--- src/rtl/button_pkg.sv ---
// rtl/button_pkg.sv - shared state type, defaults and helpers for the button conditioner
package button_pkg;

  typedef enum logic [1:0] {
    RELEASED     = 2'd0,
    PRESS_PEND   = 2'd1,
    PRESSED      = 2'd2,
    RELEASE_PEND = 2'd3
  } btn_state_t;

  localparam int DEF_DELAY         = 20000;
  localparam int DEF_N_CH          = 4;
  localparam int DEF_REPEAT_PERIOD = 5000000;

  // Width needed to hold 0..max_val; never narrower than one bit.
  function automatic int cnt_width(input int max_val);
    return (max_val < 1) ? 1 : $clog2(max_val + 1);
  endfunction

  // The debounced level stays high while a release is still being qualified.
  function automatic logic is_level(input btn_state_t s);
    return (s == PRESSED) || (s == RELEASE_PEND);
  endfunction

endpackage

--- src/rtl/button_conditioner_if.sv ---
// rtl/button_conditioner_if.sv - raw pin in, conditioned level and event pulses out
interface button_conditioner_if #(
  parameter int W = 1
);

  logic [W-1:0] btn;
  logic [W-1:0] level;
  logic [W-1:0] press;
  logic [W-1:0] rls;
  logic [W-1:0] rpt;

  modport master (
    input  btn,
    output level,
    output press,
    output rls,
    output rpt
  );

  modport slave (
    output btn,
    input  level,
    input  press,
    input  rls,
    input  rpt
  );

endinterface

--- src/rtl/button_channel.sv ---
// rtl/button_channel.sv - one button: synchronizer, debounce FSM, edge pulses and auto-repeat
module button_channel
  import button_pkg::*;
#(
  parameter int DELAY         = DEF_DELAY,
  parameter bit ACTIVE_LOW    = 1'b1,
  parameter int REPEAT_START  = 0,
  parameter int REPEAT_PERIOD = DEF_REPEAT_PERIOD
) (
  input logic                  clk_i,
  input logic                  reset,
  button_conditioner_if.master ch
);

  localparam int RPT_MAX = (REPEAT_START > REPEAT_PERIOD) ? REPEAT_START : REPEAT_PERIOD;
  localparam int CW      = cnt_width(DELAY);
  localparam int RW      = cnt_width(RPT_MAX);

  // The sample that opens a pending window is the first of the DELAY, so the
  // counter only has to see DELAY-1 further agreeing samples.
  localparam logic [CW-1:0] DEB_LAST  = CW'(DELAY - 1);
  localparam logic [RW-1:0] RPT_FIRST = RW'(REPEAT_START);
  localparam logic [RW-1:0] RPT_NEXT  = RW'(REPEAT_PERIOD);

  logic          sync1_q;
  logic          sync2_q;
  logic          sample;

  btn_state_t    state_q;
  btn_state_t    state_d;
  logic [CW-1:0] deb_cnt_q;
  logic [CW-1:0] deb_cnt_d;
  logic [CW-1:0] deb_inc;

  logic          level_cur;
  logic          level_d;
  logic          press_q;
  logic          press_d;
  logic          rls_q;
  logic          rls_d;

  logic [RW-1:0] rpt_cnt_q;
  logic [RW-1:0] rpt_cnt_d;
  logic [RW-1:0] rpt_inc;
  logic          rpt_first_q;
  logic          rpt_first_d;
  logic          rpt_q;
  logic          rpt_d;

  always_ff @(posedge clk_i or posedge reset) begin
    if (reset) begin
      sync1_q <= ACTIVE_LOW;
      sync2_q <= ACTIVE_LOW;
    end else begin
      sync1_q <= ch.btn[0];
      sync2_q <= sync1_q;
    end
  end

  assign sample  = sync2_q ^ ACTIVE_LOW;
  assign deb_inc = deb_cnt_q + CW'(1);

  always_comb begin
    state_d   = state_q;
    deb_cnt_d = deb_cnt_q;
    case (state_q)
      RELEASED: begin
        if (sample) begin
          state_d   = (DELAY == 1) ? PRESSED : PRESS_PEND;
          deb_cnt_d = '0;
        end
      end
      PRESS_PEND: begin
        if (!sample) begin
          state_d   = RELEASED;
          deb_cnt_d = '0;
        end else if (deb_inc == DEB_LAST) begin
          state_d   = PRESSED;
          deb_cnt_d = '0;
        end else begin
          deb_cnt_d = deb_inc;
        end
      end
      PRESSED: begin
        if (!sample) begin
          state_d   = (DELAY == 1) ? RELEASED : RELEASE_PEND;
          deb_cnt_d = '0;
        end
      end
      RELEASE_PEND: begin
        if (sample) begin
          state_d   = PRESSED;
          deb_cnt_d = '0;
        end else if (deb_inc == DEB_LAST) begin
          state_d   = RELEASED;
          deb_cnt_d = '0;
        end else begin
          deb_cnt_d = deb_inc;
        end
      end
      default: begin
        state_d   = RELEASED;
        deb_cnt_d = '0;
      end
    endcase
  end

  assign level_cur = is_level(state_q);
  assign level_d   = is_level(state_d);
  assign press_d   = level_d & ~level_cur;
  assign rls_d     = level_cur & ~level_d;
  assign rpt_inc   = rpt_cnt_q + RW'(1);

  // Repeat timer counts cycles since the press pulse, then since the last repeat.
  always_comb begin
    rpt_cnt_d   = rpt_cnt_q;
    rpt_first_d = rpt_first_q;
    rpt_d       = 1'b0;
    if (!level_d || press_d) begin
      rpt_cnt_d   = '0;
      rpt_first_d = 1'b1;
    end else if (REPEAT_START > 0) begin
      if (rpt_inc == (rpt_first_q ? RPT_FIRST : RPT_NEXT)) begin
        rpt_d       = 1'b1;
        rpt_cnt_d   = '0;
        rpt_first_d = 1'b0;
      end else begin
        rpt_cnt_d = rpt_inc;
      end
    end
  end

  always_ff @(posedge clk_i or posedge reset) begin
    if (reset) begin
      state_q     <= RELEASED;
      deb_cnt_q   <= '0;
      press_q     <= 1'b0;
      rls_q       <= 1'b0;
      rpt_cnt_q   <= '0;
      rpt_first_q <= 1'b1;
      rpt_q       <= 1'b0;
    end else begin
      state_q     <= state_d;
      deb_cnt_q   <= deb_cnt_d;
      press_q     <= press_d;
      rls_q       <= rls_d;
      rpt_cnt_q   <= rpt_cnt_d;
      rpt_first_q <= rpt_first_d;
      rpt_q       <= rpt_d;
    end
  end

  assign ch.level = level_cur;
  assign ch.press = press_q;
  assign ch.rls   = rls_q;
  assign ch.rpt   = rpt_q;

endmodule

--- src/rtl/button_conditioner.sv ---
// rtl/button_conditioner.sv - N_CH independent debounced buttons with press/release/repeat pulses
module button_conditioner
  import button_pkg::*;
#(
  parameter int N_CH          = DEF_N_CH,
  parameter int DELAY         = DEF_DELAY,
  parameter bit ACTIVE_LOW    = 1'b1,
  parameter int REPEAT_START  = 0,
  parameter int REPEAT_PERIOD = DEF_REPEAT_PERIOD
) (
  input  logic            clk_i,
  input  logic            reset,
  input  logic [N_CH-1:0] btn_i,
  output logic [N_CH-1:0] level_o,
  output logic [N_CH-1:0] press_o,
  output logic [N_CH-1:0] release_o,
  output logic [N_CH-1:0] repeat_o,
  output logic            any_press_o
);

  genvar i;
  generate
    for (i = 0; i < N_CH; i++) begin : g_ch
      button_conditioner_if #(.W(1)) ch_if ();

      assign ch_if.btn    = btn_i[i];
      assign level_o[i]   = ch_if.level;
      assign press_o[i]   = ch_if.press;
      assign release_o[i] = ch_if.rls;
      assign repeat_o[i]  = ch_if.rpt;

      button_channel #(
        .DELAY         (DELAY),
        .ACTIVE_LOW    (ACTIVE_LOW),
        .REPEAT_START  (REPEAT_START),
        .REPEAT_PERIOD (REPEAT_PERIOD)
      ) u_chan (
        .clk_i (clk_i),
        .reset (reset),
        .ch    (ch_if)
      );
    end
  endgenerate

  assign any_press_o = |press_o;

endmodule
--- config.mk ---
export PLATFORM = sky130hd
export DESIGN_NAME = button_conditioner
export DESIGN_NICKNAME = d
export VERILOG_FILES = /design/src/rtl/button_pkg.sv /design/src/rtl/button_conditioner_if.sv /design/src/rtl/button_channel.sv /design/src/rtl/button_conditioner.sv
export SDC_FILE = /design/constraint.sdc
export NUM_CORES = 1
export LEC_CHECK = 0
export ABC_AREA = 1
export CELL_PAD_IN_SITES_DETAIL_PLACEMENT = 1
export CELL_PAD_IN_SITES_GLOBAL_PLACEMENT = 2
export CORE_MARGIN = 2
export CORE_UTILIZATION = 35
export DETAILED_ROUTE_END_ITERATION = 12
export GPL_TIMING_DRIVEN = 0
export HOLD_SLACK_MARGIN = 0.05
export PLACE_DENSITY_LB_ADDON = 0.1
export SYNTH_ARGS = -nofsm -noshare
export SYNTH_HDL_FRONTEND = slang
export SYNTH_SLANG_ARGS = --single-unit
--- constraint.sdc ---
create_clock -name clk_i -period 3.05 [get_ports clk_i]
set_input_delay 0.305 -clock clk_i [delete_from_list [all_inputs] [get_ports clk_i]]
set_output_delay 0.305 -clock clk_i [all_outputs]
set_load 0.01 [all_outputs]
==> impl_metrics.prom <==
# TYPE chip_impl_metric gauge
chip_impl_info{name="run_status",value="completed"} 1
chip_impl_metric{name="drc",unit=""} 0
chip_impl_metric{name="cp_arrival",unit="ps"} 2570
chip_impl_metric{name="synth-warning-count",unit=""} 0
chip_impl_metric{name="die_w",unit="um"} 125
chip_impl_metric{name="nFillCells",unit=""} 1861
chip_impl_metric{name="layout.area.seq",unit="mm2"} 0.00211
chip_impl_metric{name="place_worst_setup_slack",unit="ps"} 649
chip_impl_metric{name="die_ar",unit="mm2"} 0.0157
chip_impl_metric{name="tns",unit="ps"} 0
chip_impl_metric{name="place.gp.congestion",unit=""} 0.836
chip_impl_info{name="criticalPathCategory",value="flip-flop to flip-flop"} 1
chip_impl_metric{name="routedWlPerCell",unit="um"} 14.6
chip_impl_metric{name="core_area",unit="mm2"} 0.0145
chip_impl_info{name="grt_setup_unrepaired",value="false"} 1
chip_impl_metric{name="clkSlewWorstSetupHoldPaths",unit="ps"} 70
chip_impl_info{name="crit_path_top_delay_cell",value="dfrtp_1"} 1
chip_impl_metric{name="hold_viol",unit=""} 0
chip_impl_metric{name="die-height",unit="um"} 125
chip_impl_info{name="startpoint_type",value="flip-flop"} 1
chip_impl_metric{name="post_synth_num_cell_types",unit=""} 34
chip_impl_metric{name="drtAntennaViolNets",unit=""} 0
chip_impl_info{name="timing.critical_path.mode_cell",value="nand2_1"} 1
chip_impl_metric{name="final-max-slew-violation-count",unit=""} 0
chip_impl_info{name="hp-class",value="primary input to asynchronous set/reset pin"} 1
chip_impl_metric{name="worstMarginPinSlew",unit="ps"} 869
chip_impl_info{name="path_delay_family",value="simple AND/OR/NAND/NOR gates"} 1
chip_impl_metric{name="report.final.setup_viol",unit=""} 0
chip_impl_metric{name="power.static_leakage",unit="uW"} 0.00263
chip_impl_metric{name="drt_first_iter_violations",unit=""} 206
chip_impl_metric{name="layout_setup_ws",unit="ps"} 696
chip_impl_metric{name="post_synthesis_async_set_or_reset_flop_share",unit="%"} 100
chip_impl_metric{name="route.detailed.vias_per_inst",unit=""} 4.96
chip_impl_metric{name="via_count_of_the_routed_design",unit=""} 4704
chip_impl_metric{name="synth_edf_count",unit=""} 0
chip_impl_metric{name="insertion_delay_to_the_later_sink_of_the_worst_skew_pair",unit="ps"} 350
chip_impl_metric{name="cp.required",unit="ps"} 3270
chip_impl_metric{name="fin_crit",unit="ps"} 2350
chip_impl_info{name="cell_with_the_most_instances_after_synthesis",value="nand2_1"} 1
chip_impl_info{name="root_buffer",value="clkbuf_16"} 1
chip_impl_metric{name="postCtsResizedCells",unit=""} 0
chip_impl_metric{name="cts-hold-fix-buffers",unit=""} 0
chip_impl_info{name="yosysTopAreaCell",value="dfrtp_1"} 1
chip_impl_metric{name="final_nets",unit=""} 773
chip_impl_metric{name="slowest_delay",unit="ps"} 430
chip_impl_info{name="critical_path.reg2reg.startpoint",value="g_ch[3].u_chan.deb_cnt_q[0]"} 1
chip_impl_metric{name="grt_antenna_before_repair",unit=""} 0
chip_impl_metric{name="wl",unit="um"} 13900
chip_impl_metric{name="multi_input_comb_area",unit="mm2"} 0.00258
chip_impl_metric{name="powerDensity",unit="mW/mm2"} 422
chip_impl_metric{name="clock_sinks",unit=""} 84
chip_impl_metric{name="ys_seq_elements",unit=""} 84
chip_impl_metric{name="timing.reg2reg.setup_slack",unit="ps"} 700
chip_impl_metric{name="firstDrtPassIters",unit=""} 4
chip_impl_metric{name="core.rowCount",unit=""} 44
chip_impl_metric{name="worstPathMaxFanout",unit=""} 9
chip_impl_metric{name="synthDominantCellAreaShare",unit="%"} 36.8
chip_impl_metric{name="grt_start_max_net_pins",unit=""} 62
chip_impl_metric{name="max-clock-path-buffers",unit=""} 2
chip_impl_info{name="path_cells",value="ha_1, nand2_1, nor2_1, nand2_1, nand2_1, nand3_1, nor2_1, nand2_1, nor2_1, nand2_1, nand2_2, a21boi_0"} 1
chip_impl_info{name="critPathCaptureType",value="flip-flop"} 1
chip_impl_metric{name="syn-cell-area",unit="mm2"} 0.00516
chip_impl_metric{name="floorplan.initialDensity",unit="%"} 35.7
chip_impl_metric{name="dpl.hpwl",unit="um"} 10500
chip_impl_metric{name="synth.yosys.seq_area_share",unit="%"} 40.9
chip_impl_metric{name="total_power",unit="uW"} 2490
chip_impl_metric{name="max-vdd-ir-drop",unit="uV"} 236
chip_impl_metric{name="fin_crit_sh",unit="%"} 77.2
chip_impl_metric{name="timing.slew.headroom",unit="%"} 42.1
chip_impl_metric{name="postSynthAreaPerCell",unit="um2"} 7.11
chip_impl_metric{name="synthesis.instances",unit=""} 726
chip_impl_metric{name="number_of_setup_buffers_added_after_cts",unit=""} 0
chip_impl_metric{name="worst-r2r-cell-count",unit=""} 12
chip_impl_metric{name="clock.fmax",unit="MHz"} 425
chip_impl_metric{name="h_tree_level_count",unit=""} 3
chip_impl_info{name="synth_commonest_cells",value="nand2_1 (242), nor2_1 (89), inv_1 (83)"} 1
chip_impl_metric{name="maxCapViolCount",unit=""} 0
chip_impl_metric{name="first_global_vias",unit=""} 4925
chip_impl_metric{name="cts-buffers-inserted",unit=""} 9
chip_impl_info{name="synth_top_cells_by_area",value="dfrtp_1 (37%), nand2_1 (18%), nand3_1 (6.5%)"} 1
chip_impl_metric{name="share_of_cells_above_drive_strength_1",unit="%"} 10.3
chip_impl_metric{name="fin_worst_skew",unit="ps"} 7.45
chip_impl_metric{name="buffer_ports.inserted",unit=""} 18
chip_impl_metric{name="ios",unit=""} 23
chip_impl_info{name="critical_path.reg2reg.endpoint",value="g_ch[3].u_chan.deb_cnt_q[0]"} 1
chip_impl_metric{name="globalRoute.totalOverflow",unit=""} 0
chip_impl_metric{name="num_antenna_cells",unit=""} 0
chip_impl_metric{name="timing.critical_path.buf_inv",unit=""} 0
chip_impl_info{name="worstSetupStartpoint",value="g_ch[3].u_chan.deb_cnt_q[0]"} 1
chip_impl_info{name="tritoncts",value="yes"} 1
chip_impl_metric{name="synthToLayoutAreaGrowth",unit="%"} 14.4
chip_impl_metric{name="grt_util_all_layers",unit="%"} 18.8
chip_impl_info{name="ys_dominant_reg_cell",value="dfrtp_1"} 1
chip_impl_metric{name="grt_first_pass_wirelength",unit="um"} 24000
[cell type report]
cell class              instances  area share, %
flip-flops and latches         84           35.8
clock inverters                 7           1.14
clock buffers                   9           3.81
repair buffers                 19           3.52
plain buffers                  27           2.86
inverters                      83           5.32
well taps                     184           3.90
multi-input cells             535           43.7
[metrics by stage]
step	std cells	hold WS (ps)	area, um2	util [%]
2_1_floorplan	729	309	5170	-
3_3_place_gp	931	346	5580	38.6
3_5_place_dp	932	348	5610	38.8
4_1_cts	948	290	5910	40.8
5_1_grt	948	323	5910	40.8
6_report	948	290	5910	40.8
[logic make-up after synthesis]
group                    after synthesis  share of synthesized area, %
AND/OR/NAND/NOR                      459                          38.5
flip-flops                            84                          40.9
AO/OA/AOI/OAI                         51                          6.91
XOR/XNOR                              13                          2.35
other                                  1                        0.0726
buffers and inverters                110                          9.31
adder cells (fa/ha/maj)                8                          1.94
[worst max-delay path by stage]
stage | endpoint | slack (ps) | cells after the start
6_report | g_ch[3].u_chan.deb_cnt_q[0] | 700 | 12
3_3_place_gp | g_ch[3].u_chan.deb_cnt_q[5] | -1030 | 2
3_5_place_dp | g_ch[3].u_chan.deb_cnt_q[0] | 650 | 12
4_1_cts | g_ch[3].u_chan.deb_cnt_q[0] | 620 | 12
5_1_grt | g_ch[3].u_chan.deb_cnt_q[7] | 350 | 12
2_1_floorplan | g_ch[0].u_chan.ch.press | 590 | 1
[layer usage]
| metal | vias up | track usage [%] | routed length [um] |
|---|---|---|---|
| met5 | - | 0 | 0 |
| met2 | 28 | 31.6 | 6640 |
| met1 | 2303 | 24.7 | 6800 |
| met4 | 0 | 5.36 | 185 |
| met3 | 14 | 3.59 | 237 |
| li1 | 2359 | - | - |
[worst register-to-register path: cells and delay by family, from the launching register on]
kind            cells  cell delay (ps)
flops               1              430
fa+ha+maj           1              220
compound gates      1              120
simple gates       10             1440
[registers in the layout, summed over array words and instances, names as in the netlist]
signal and cells:
g_ch.u_chan.state_q 8, g_ch.u_chan.deb_cnt_q 60, g_ch.u_chan.ch.rls 4, g_ch.u_chan.sync2_q 4
g_ch.u_chan.ch.press 4, g_ch.u_chan.sync1_q 4
[power breakdown]
part | internal [uW] | switching, uW
Clock | 631 | 489
Combinational | 60.3 | 121
Sequential | 1150 | 41.7
Total | 1840 | 652
[layout by cell type (no fill, tap or decap), drive strengths merged]
master	count
xor2	8
bufinv	1
xnor2	5
nor3	7
o21ai	30
a21boi	1
o311ai	6
clkinvlp	3
clkinv	3
or4	1
clkbuf	19
nor2	98
nand3b	8
a31oi	1
o21bai	9
inv	83
buf	18
nand4	21
clkdlybuf4s50	18
conb	4
or2	2
nand3	70
nand2	252
o221ai	2
dfrtp	76
dfstp	8
a21oi	2
ha	8
No activity file was read; power rests on OpenSTA's default activity.
